[src/rtl/delay_stats.sv]
// Windowed min/max/floor-average over 2^LOG2_N accepted timer samples, with a
// held result presented through a valid/ack handshake while the next window fills.
module delay_stats #(
    parameter int unsigned LOG2_N = 4
) (
    input  logic        clk,
    input  logic        rst,
    input  logic [15:0] sample,
    input  logic        sample_valid,
    input  logic        clear,
    input  logic        result_ack,
    output logic [15:0] out_min,
    output logic [15:0] out_max,
    output logic [15:0] out_avg,
    output logic        result_valid,
    output logic        overrun,
    output logic [7:0]  rejected
);

    localparam int unsigned N  = 1 << LOG2_N;
    localparam int unsigned SW = 16 + LOG2_N;

    logic [15:0]     run_min;
    logic [15:0]     run_max;
    logic [SW-1:0]   run_sum;
    logic [LOG2_N:0] cnt;

    logic            accept;
    logic            reject;
    logic            complete;
    logic [15:0]     nxt_min;
    logic [15:0]     nxt_max;
    logic [SW-1:0]   nxt_sum;

    // Values at or above 0x8000 are timer glitches and never enter a window.
    always_comb begin
        accept   = sample_valid && !sample[15] && !clear;
        reject   = sample_valid &&  sample[15] && !clear;
        nxt_min  = (sample < run_min) ? sample : run_min;
        nxt_max  = (sample > run_max) ? sample : run_max;
        nxt_sum  = run_sum + SW'(sample);
        complete = accept && (cnt == (LOG2_N + 1)'(N - 1));
    end

    always_ff @(posedge clk) begin
        if (rst) begin
            run_min      <= 16'hFFFF;
            run_max      <= 16'h0000;
            run_sum      <= '0;
            cnt          <= '0;
            out_min      <= 16'hFFFF;
            out_max      <= 16'h0000;
            out_avg      <= 16'h0000;
            result_valid <= 1'b0;
            overrun      <= 1'b0;
            rejected     <= 8'd0;
        end else begin
            // A completing window below overrides this drop in the same cycle.
            if (result_ack) begin
                result_valid <= 1'b0;
            end
            if (clear) begin
                run_min  <= 16'hFFFF;
                run_max  <= 16'h0000;
                run_sum  <= '0;
                cnt      <= '0;
                overrun  <= 1'b0;
                rejected <= 8'd0;
            end else begin
                if (reject && rejected != 8'hFF) begin
                    rejected <= rejected + 8'd1;
                end
                if (accept) begin
                    if (complete) begin
                        run_min <= 16'hFFFF;
                        run_max <= 16'h0000;
                        run_sum <= '0;
                        cnt     <= '0;
                        if (!result_valid || result_ack) begin
                            out_min      <= nxt_min;
                            out_max      <= nxt_max;
                            out_avg      <= nxt_sum[LOG2_N +: 16];
                            result_valid <= 1'b1;
                        end else begin
                            overrun <= 1'b1;
                        end
                    end else begin
                        run_min <= nxt_min;
                        run_max <= nxt_max;
                        run_sum <= nxt_sum;
                        cnt     <= cnt + (LOG2_N + 1)'(1);
                    end
                end
            end
        end
    end

endmodule

[config.mk]
export PLATFORM = sky130hd
export DESIGN_NAME = delay_stats
export DESIGN_NICKNAME = d
export VERILOG_FILES = /design/src/rtl/delay_stats.sv
export SDC_FILE = /design/constraint.sdc
export NUM_CORES = 1
export LEC_CHECK = 0
export CORE_UTILIZATION = 60
export DETAILED_ROUTE_END_ITERATION = 10
export MAX_ROUTING_LAYER = met4
export PLACE_DENSITY = 0.9
export SLEW_MARGIN = 40
export SYNTH_ARGS = -nofsm -noshare
export SYNTH_HDL_FRONTEND = slang
export SYNTH_SLANG_ARGS = --single-unit
[constraint.sdc]
create_clock -name clk -period 4.7 [get_ports clk]
set_input_delay 0.94 -clock clk [delete_from_list [all_inputs] [get_ports clk]]
set_output_delay 0.94 -clock clk [all_outputs]
set_load 0.02 [all_outputs]
==> flow_results.xml, run 1 <==
<?xml version="1.0" encoding="UTF-8"?>
<metrics>
  <group name="cells_and_area">
    <metric name="fillCellCount" unit="">687</metric>
    <metric name="layout.nets" unit="">835</metric>
    <metric name="layout_common_cells" unit="">115 x sky130_fd_sc_hd__dfxtp_1, 77 x sky130_fd_sc_hd__clkdlybuf4s50_1, 63 x sky130_fd_sc_hd__nand2_1, 57 x sky130_fd_sc_hd__nor2_1, 49 x sky130_fd_sc_hd__ha_1</metric>
    <metric name="mostFrequentLayoutCell" unit="">sky130_fd_sc_hd__dfxtp_1</metric>
    <metric name="antenna-diode-count" unit="">0</metric>
    <metric name="drive_gt1_share" unit="%">7.465</metric>
    <metric name="area_growth_syn_to_layout" unit="%">26.19</metric>
  </group>
  <group name="worst_setup_path">
    <metric name="cp-start-kind" unit="">input port</metric>
    <metric name="critPathCaptureType" unit="">flip-flop</metric>
    <metric name="reg2reg_depth" unit="">8</metric>
    <metric name="crit_type" unit="">input port to flip-flop</metric>
    <metric name="worst-endpoint-arrival" unit="ns">3.78</metric>
    <metric name="critPathTopFamily" unit="">compound AO/OA/AOI/OAI gates</metric>
    <metric name="cp.required" unit="ns">5.07</metric>
    <metric name="timing.critical_path.cells" unit="">clkdlybuf4s50_1 &gt; ha_1 &gt; nand4_1 &gt; a2111o_1 &gt; o211ai_1 &gt; nand2_2 &gt; a21oi_2 &gt; o32ai_1</metric>
    <metric name="critical-path-max-stage-delay" unit="ns">0.66</metric>
    <metric name="reg2reg_to" unit="">run_max[12]$_SDFFE_PP0P_</metric>
    <metric name="rr_startpoint" unit="">run_max[11]$_SDFFE_PP0P_</metric>
    <metric name="cp_max_fo" unit="">16</metric>
    <metric name="critical_path.n_buffers_inverters" unit="">1</metric>
    <metric name="rrSetupSlack" unit="ns">2.04</metric>
    <metric name="critical_path.slowest_cell" unit="">sky130_fd_sc_hd__a21oi_2</metric>
    <metric name="cp.depth" unit="">8</metric>
  </group>
  <group name="global_routing">
    <metric name="grt.overflow.total" unit="">0</metric>
    <metric name="number_of_global_route_vias_before_repair" unit="">5514</metric>
    <metric name="total_global_route_track_usage" unit="%">35.11</metric>
    <metric name="grt_start_max_net_pins" unit="">86</metric>
    <metric name="grt_antenna_before_repair" unit="">0</metric>
    <metric name="first_pass_grt_wire_length" unit="um">27110</metric>
  </group>
  <group name="floorplanning">
    <metric name="fp-row-count" unit="">36</metric>
    <metric name="floorplan.core_area" unit="um^2">9774</metric>
    <metric name="io-pin-count" unit="">79</metric>
    <metric name="initial_cell_density_of_the_core" unit="%">61.92</metric>
    <metric name="floorplan.die.height" unit="um">102.4</metric>
    <metric name="floorplan.die.width" unit="um">102.4</metric>
    <metric name="die-area" unit="um^2">10490</metric>
  </group>
  <group name="yosys">
    <metric name="syn-instance-count" unit="">697</metric>
    <metric name="synth_seq_area_share" unit="%">38.04</metric>
    <metric name="synthesis.nets" unit="">768</metric>
    <metric name="ys_async_sr_fraction" unit="%">0</metric>
    <metric name="synth.avg_cell_area" unit="um^2">8.683</metric>
    <metric name="synthDistinctLibCells" unit="">55</metric>
    <metric name="synth-edff-count" unit="">0</metric>
    <metric name="mappedNetlistArea" unit="um^2">6052</metric>
    <metric name="ys_warn_count" unit="">0</metric>
    <metric name="synth_ff_type" unit="">sky130_fd_sc_hd__dfxtp_1</metric>
    <metric name="number_of_storage_elements_in_the_synthesis_netlist" unit="">115</metric>
  </group>
  <group name="clock_tree">
    <metric name="post-cts-setup-buffers" unit="">0</metric>
    <metric name="worst_setup_hold_path_clk_slew" unit="ns">0.05</metric>
    <metric name="clock_tree_from_tritoncts" unit="">yes</metric>
    <metric name="ctsHoldBuffers" unit="">0</metric>
    <metric name="cts-buffers-inserted" unit="">17</metric>
    <metric name="number_of_sinks_on_the_clock_net" unit="">115</metric>
    <metric name="cts-htree-levels" unit="">4</metric>
    <metric name="cts-root-buf" unit="">sky130_fd_sc_hd__clkbuf_8</metric>
    <metric name="clock_latency_reported_for_the_late_side_of_the_worst_skew_pair" unit="ns">0.53</metric>
    <metric name="clock_path_buffers" unit="">2</metric>
    <metric name="post_cts_resize_count" unit="">0</metric>
  </group>
  <group name="min_path">
    <metric name="min_path_type" unit="">flip-flop to flip-flop</metric>
    <metric name="min-delay-start" unit="">out_avg[2]$_SDFFE_PP0P_</metric>
    <metric name="holdPathEnd" unit="">out_avg[2]$_SDFFE_PP0P_</metric>
    <metric name="worst_hold_path.num_cells" unit="">2</metric>
  </group>
  <group name="sta">
    <metric name="grt_setup_unrepaired" unit="">no</metric>
    <metric name="relative_slew_slack" unit="%">47.83</metric>
    <metric name="number_of_setup_violations_in_the_final_report" unit="">0</metric>
    <metric name="layout_worst_path_cycle_share" unit="%">72.70</metric>
    <metric name="final.min_clock_period" unit="ns">3.417</metric>
    <metric name="final_max_slew_viol_count" unit="">0</metric>
    <metric name="setup_total_negative_slack" unit="ns">0</metric>
    <metric name="finalHoldViolCount" unit="">0</metric>
    <metric name="final.setup_skew" unit="ns">0.006207</metric>
    <metric name="fmaxAchievable" unit="MHz">292.7</metric>
    <metric name="worstMarginPinSlew" unit="ns">0.7825</metric>
  </group>
  <group name="detailed_routing">
    <metric name="ant_nets" unit="">0</metric>
    <metric name="drt-initial-drc-count" unit="">366</metric>
    <metric name="drt-vias-per-instance" unit="">6.389</metric>
    <metric name="routed_wl" unit="um">16890</metric>
    <metric name="wl_per_cell" unit="um">18.55</metric>
    <metric name="vias" unit="">5814</metric>
    <metric name="route.detailed.drc" unit="">0</metric>
    <metric name="drt-pass1-iter-count" unit="">7</metric>
  </group>
  <group name="power">
    <metric name="leakage" unit="nW">2.993</metric>
    <metric name="ir_worst_vdd" unit="mV">0.2385</metric>
    <metric name="finalPower" unit="W">0.002738</metric>
    <metric name="cellPowerDensity" unit="nW/um^2">358.5</metric>
  </group>
  <group name="status">
    <metric name="status" unit="">finished clean</metric>
  </group>
  <group name="place">
    <metric name="globalplace.congestion" unit="">0.8938</metric>
    <metric name="portBuffers" unit="">78</metric>
    <metric name="hpwl" unit="um">11520</metric>
  </group>
  <group name="flow_run">
    <metric name="maxCapViolations" unit="">0</metric>
  </group>
</metrics>
-- flip-flops by register name, summed over array words and instances, names as in the netlist --
| signal | cells |
|---|---|
| run_sum | 20 |
| overrun | 1 |
| out_min | 16 |
| run_max | 16 |
| out_max | 16 |
| run_min | 16 |
| out_avg | 16 |
| result_valid | 1 |
| rejected | 8 |
| cnt | 5 |
-- cell families (layout without fill, tap and decap cells) --
group | Yosys count | count (layout) | synth area share [%]
AND/OR/NAND/NOR | 239 | 239 | 18.98
AO/OA/AOI/OAI | 176 | 176 | 21.50
flip-flops | 115 | 115 | 38.04
buffers and inverters | 81 | 161 | 5.437
adder cells (fa/ha/maj) | 50 | 50 | 10.46
XOR/XNOR | 19 | 19 | 2.750
multiplexers | 17 | 17 | 2.832
-- metal layers --
layer,GRT usage [%],share of wire [%]
met2,55.85,48
met5,-,0
met1,41.45,40
met4,20.66,4.4
met3,6.293,7.2
-- synthesized netlist by cell type, types with 11 or more instances --
cell type	number	area share, %
sky130_fd_sc_hd__a211oi_1	35	4.3
sky130_fd_sc_hd__a21o_1	16	2.0
sky130_fd_sc_hd__a21oi_1	41	3.4
sky130_fd_sc_hd__a221o_1	14	2.3
sky130_fd_sc_hd__a22oi_1	11	1.4
sky130_fd_sc_hd__clkbuf_1	28	1.7
sky130_fd_sc_hd__dfxtp_1	115	38
sky130_fd_sc_hd__ha_1	49	10
sky130_fd_sc_hd__inv_1	38	2.4
sky130_fd_sc_hd__mux2i_1	16	2.6
sky130_fd_sc_hd__nand2_1	63	3.9
sky130_fd_sc_hd__nand3_1	18	1.5
sky130_fd_sc_hd__nand4_1	14	1.4
sky130_fd_sc_hd__nor2_1	58	3.6
sky130_fd_sc_hd__nor3_1	35	2.9
sky130_fd_sc_hd__nor4_1	15	1.6
sky130_fd_sc_hd__o21ai_0	13	1.1
sky130_fd_sc_hd__o32ai_1	15	2.2
sky130_fd_sc_hd__xor2_1	14	2.0
-- power by group --
group	switching (W)	internal (W)
Combinational	0.000135	0.0000774
Sequential	0.00000745	0.000985
Clock	0.000468	0.00107
-- worst max path at each step --
stage                          start                        to
after floorplan            sample[0]  out_avg[14]$_SDFFE_PP0P_
after global placement     sample[1]   run_max[0]$_SDFFE_PP0P_
after detailed placement   sample[1]  run_max[12]$_SDFFE_PP0P_
after CTS                  sample[1]  run_max[12]$_SDFFE_PP0P_
after global routing      sample[11]  run_max[12]$_SDFFE_PP0P_
final                     sample[11]  run_max[12]$_SDFFE_PP0P_
-- cell type report --
class	instances	area (um^2)	area share, %
multi-input cells	501	3431	44.92
flip-flops and latches	115	2302	30.14
repair buffers	91	889.6	11.65
clock buffers	20	455.4	5.963
clock inverters	12	250.2	3.277
well taps	133	166.4	2.179
inverters	38	142.6	1.868
-- per-stage QoR --
step | hold WS [ns] | area (um^2) | util (%) | setup WS (ns) | cells
after floorplan | 0.4356 | 6052 | - | 1.786 | 697
after global placement | 0.4401 | 6925 | 70.85 | 0.9485 | 878
after detailed placement | 0.4493 | 6928 | 70.88 | 0.8646 | 878
after CTS | 0.4593 | 7634 | 78.10 | 1.338 | 910
after global routing | 0.4799 | 7637 | 78.14 | 1.135 | 910
final | 0.4553 | 7637 | 78.14 | 1.283 | 910
-- worst min-delay path, cell delays in order (launching register included) --
cell                      delay, ns
sky130_fd_sc_hd__dfxtp_1       0.31
sky130_fd_sc_hd__nand2_1       0.05
sky130_fd_sc_hd__a21oi_1       0.05
No activity file was read; power rests on OpenSTA's default activity.
==> inputs of run 2 (changes only) <==
--- a/config.mk
+++ b/config.mk
@@ -5,10 +5,10 @@
 export SDC_FILE = /design/constraint.sdc
 export NUM_CORES = 1
 export LEC_CHECK = 0
-export CORE_UTILIZATION = 60
+export CORE_UTILIZATION = 50
 export DETAILED_ROUTE_END_ITERATION = 10
 export MAX_ROUTING_LAYER = met4
-export PLACE_DENSITY = 0.9
+export PLACE_DENSITY = 0.8
 export SLEW_MARGIN = 40
 export SYNTH_ARGS = -nofsm -noshare
 export SYNTH_HDL_FRONTEND = slang
==> constraint.sdc (replaced) <==
create_clock -name clk -period 2.9 [get_ports clk]
set_input_delay 0.58 -clock clk [delete_from_list [all_inputs] [get_ports clk]]
set_output_delay 0.58 -clock clk [all_outputs]
set_load 0.02 [all_outputs]
==> run 2 against run 1 <==
  * Combinational power increased by 100%
  * Cell count grew 9.0%
  * The run now ends with design-rule violations left
  * Sequential share of layout area shrank 1.8 points
  * Critical endpoint is now out_avg[15]$_SDFFE_PP0P_
  * Largest cell class unchanged
  * Global-route usage is 5.4 points lower
  * Largest power group unchanged
  * Clock skew decreased by 0.0016 ns
  * Flip-flop and latch count unchanged
  * Sequential power is 62% higher
==> flow_results.xml, run 2 (synthesis gave the netlist of run 1 again) <==
<?xml version="1.0" encoding="UTF-8"?>
<metrics>
  <group name="floorplanning">
    <metric name="initial_cell_density_of_the_core" unit="%">52.11</metric>
    <metric name="floorplan.core_area" unit="um^2">11610</metric>
    <metric name="io-pin-count" unit="">79</metric>
    <metric name="fp-row-count" unit="">39</metric>
    <metric name="die-area" unit="um^2">12550</metric>
    <metric name="floorplan.die.width" unit="um">112.0</metric>
    <metric name="floorplan.die.height" unit="um">112.0</metric>
  </group>
  <group name="detailed_routing">
    <metric name="wl_per_cell" unit="um">17.55</metric>
    <metric name="routed_wl" unit="um">17410</metric>
    <metric name="ant_nets" unit="">0</metric>
    <metric name="vias" unit="">5963</metric>
    <metric name="drt-vias-per-instance" unit="">6.011</metric>
    <metric name="route.detailed.drc" unit="">5</metric>
    <metric name="drt-initial-drc-count" unit="">345</metric>
    <metric name="drt-pass1-iter-count" unit="">8</metric>
  </group>
  <group name="sta">
    <metric name="relative_slew_slack" unit="%">51.64</metric>
    <metric name="finalHoldViolCount" unit="">0</metric>
    <metric name="worstMarginPinSlew" unit="ns">0.7254</metric>
    <metric name="final.setup_skew" unit="ns">0.004620</metric>
    <metric name="final.min_clock_period" unit="ns">2.806</metric>
    <metric name="number_of_setup_violations_in_the_final_report" unit="">0</metric>
    <metric name="layout_worst_path_cycle_share" unit="%">96.75</metric>
    <metric name="final_max_slew_viol_count" unit="">0</metric>
    <metric name="fmaxAchievable" unit="MHz">356.4</metric>
  </group>
  <group name="min_path">
    <metric name="min-delay-start" unit="">out_avg[2]$_SDFFE_PP0P_</metric>
    <metric name="min_path_type" unit="">flip-flop to flip-flop</metric>
    <metric name="worst_hold_path.num_cells" unit="">2</metric>
    <metric name="holdPathEnd" unit="">out_avg[2]$_SDFFE_PP0P_</metric>
  </group>
  <group name="power">
    <metric name="pwr-share-clk" unit="%">49.6</metric>
    <metric name="seqPwrFrac" unit="%">39.9</metric>
    <metric name="leakage" unit="nW">3.328</metric>
    <metric name="cellPowerDensity" unit="nW/um^2">497.0</metric>
    <metric name="p_int" unit="W">0.003092</metric>
    <metric name="comb_power_share" unit="%">10.5</metric>
    <metric name="power_switching_share" unit="%">23.40</metric>
    <metric name="switching_power" unit="W">0.0009449</metric>
    <metric name="ir_worst_vdd" unit="mV">0.4468</metric>
  </group>
  <group name="clock_tree">
    <metric name="clock_tree_from_tritoncts" unit="">yes</metric>
    <metric name="cts-htree-levels" unit="">4</metric>
    <metric name="clock_latency_reported_for_the_late_side_of_the_worst_skew_pair" unit="ns">0.42</metric>
    <metric name="number_of_sinks_on_the_clock_net" unit="">115</metric>
    <metric name="worst_setup_hold_path_clk_slew" unit="ns">0.05</metric>
    <metric name="cts-root-buf" unit="">sky130_fd_sc_hd__clkbuf_16</metric>
    <metric name="clock_path_buffers" unit="">2</metric>
    <metric name="ctsHoldBuffers" unit="">0</metric>
    <metric name="cts-buffers-inserted" unit="">17</metric>
  </group>
  <group name="cells_and_area">
    <metric name="top_register" unit="">run_sum</metric>
    <metric name="mostFrequentLayoutCell" unit="">sky130_fd_sc_hd__dfxtp_1</metric>
    <metric name="antenna-diode-count" unit="">0</metric>
    <metric name="largest_reg_flops" unit="">20</metric>
    <metric name="layout.nets" unit="">910</metric>
    <metric name="layout.cells.non_filler" unit="">992</metric>
    <metric name="drive_gt1_share" unit="%">15.31</metric>
    <metric name="fillCellCount" unit="">902</metric>
    <metric name="postLayoutCoreUtil" unit="%">69.95</metric>
    <metric name="area_growth_syn_to_layout" unit="%">34.24</metric>
    <metric name="layout_common_cells" unit="">115 x sky130_fd_sc_hd__dfxtp_1, 85 x sky130_fd_sc_hd__buf_4, 74 x sky130_fd_sc_hd__clkdlybuf4s50_1, 63 x sky130_fd_sc_hd__nand2_1, 57 x sky130_fd_sc_hd__nor2_1</metric>
  </group>
  <group name="worst_setup_path">
    <metric name="timing.critical_path.cells" unit="">clkdlybuf4s50_1 &gt; ha_1 &gt; a21oi_1 &gt; o21ai_0 &gt; a221oi_2 &gt; o221ai_2 &gt; o31ai_2 &gt; o21ai_0 &gt; a311oi_1</metric>
    <metric name="critical-path-max-stage-delay" unit="ns">0.49</metric>
    <metric name="worst-endpoint-arrival" unit="ns">3.13</metric>
    <metric name="critical_path.slowest_cell" unit="">sky130_fd_sc_hd__clkdlybuf4s50_1</metric>
    <metric name="critPathCaptureType" unit="">flip-flop</metric>
    <metric name="rrSetupSlack" unit="ns">0.49</metric>
    <metric name="critical_path.most_common_cell" unit="">sky130_fd_sc_hd__o21ai_0</metric>
    <metric name="reg2reg_depth" unit="">8</metric>
    <metric name="crit_type" unit="">input port to flip-flop</metric>
    <metric name="reg2reg_to" unit="">out_avg[15]$_SDFFE_PP0P_</metric>
    <metric name="cp-start-kind" unit="">input port</metric>
    <metric name="cp.required" unit="ns">3.23</metric>
    <metric name="cp_max_fo" unit="">4</metric>
    <metric name="rr_startpoint" unit="">run_sum[8]$_SDFFE_PP0P_</metric>
  </group>
  <group name="global_routing">
    <metric name="grt.overflow.total" unit="">0</metric>
    <metric name="first_pass_grt_wire_length" unit="um">28320</metric>
    <metric name="number_of_global_route_vias_before_repair" unit="">5828</metric>
    <metric name="grt_antenna_before_repair" unit="">0</metric>
    <metric name="grt_start_max_net_pins" unit="">70</metric>
    <metric name="total_global_route_track_usage" unit="%">29.76</metric>
  </group>
  <group name="flow_run">
    <metric name="maxCapViolations" unit="">0</metric>
  </group>
  <group name="place">
    <metric name="globalplace.congestion" unit="">0.8861</metric>
    <metric name="hpwl" unit="um">12280</metric>
    <metric name="portBuffers" unit="">78</metric>
    <metric name="placed_cells" unit="">962</metric>
  </group>
  <group name="status">
    <metric name="status" unit="">finished with violations</metric>
    <metric name="failed_checks" unit="">design-rule violations</metric>
  </group>
</metrics>
[run 2: critical path, delay by kind of cell]
family | cells | cell delay, ns
AO/OA/AOI/OAI | 7 | 1.67
buffers and inverters | 1 | 0.49
adder cells (fa/ha/maj) | 1 | 0.39
[run 2: layout make-up]
class                   instances  area (um^2)  share of cell area [%]
clock buffers                  23        478.0                   5.883
repair buffers                166         1481                   18.24
inverters                      38        142.6                   1.756
multi-input cells             501         3461                   42.60
clock inverters                 6        80.08                  0.9857
well taps                     143        178.9                   2.202
flip-flops and latches        115         2302                   28.34
[run 2: what timing repair did]
action,CTS,global route
setup buffers,0,1
pin swaps,0,2
setup endpoints to repair,1,8
resized for setup,1,7
[run 2: worst max-delay path by stage]
stage / startpoint / end / slack [ns] / cells after the start
floorplan: sample[0] / out_avg[14]$_SDFFE_PP0P_ / 0.35 / 9
global placement: sample[0] / run_sum[18]$_SDFFE_PP0P_ / -0.31 / 11
detailed placement: sample[0] / run_sum[18]$_SDFFE_PP0P_ / -0.34 / 11
CTS: sample[0] / run_sum[18]$_SDFFE_PP0P_ / 0.07 / 11
global route: sample[7] / run_sum[19]$_SDFFE_PP0P_ / -0.02 / 9
finish: sample[8] / out_avg[15]$_SDFFE_PP0P_ / 0.09 / 9
[run 2: power groups by stage]
stage | combinational, W | clock [W] | sequential [W]
6_report | 0.000425 | 0.00200 | 0.00161
5_1_grt | 0.000461 | 0.00209 | 0.00161
4_1_cts | 0.000417 | 0.00202 | 0.00161
3_5_place_dp | 0.000412 | 0 | 0.00164
2_1_floorplan | 0.000215 | 0 | 0.00164
3_3_place_gp | 0.000401 | 0 | 0.00164
[run 2: through the flow]
step	TNS [ns]	total power, W	hold slack, ns	setup WS (ns)	instance area (um^2)
after floorplan	0	0.001853	0.4356	0.3459	6052
after global placement	-11.86	0.002042	0.4431	-0.3136	7518
after detailed placement	-15.95	0.002054	0.4490	-0.3399	7518
after CTS	0	0.004046	0.4578	0.07061	8082
after global routing	-0.01740	0.004158	0.4830	-0.01740	8124
final	0	0.004037	0.4536	0.09413	8124
[run 2: layer usage]
| metal | GRT usage [%] | part of all wire [%] | vias to the layer above |
|---|---|---|---|
| met5 | - | 0 | - |
| met4 | 15.02 | 3.1 | 0 |
| met3 | 6.156 | 5.8 | 49 |
| met2 | 49.90 | 50 | 234 |
| met1 | 33.72 | 41 | 2800 |
| li1 | - | - | 2880 |
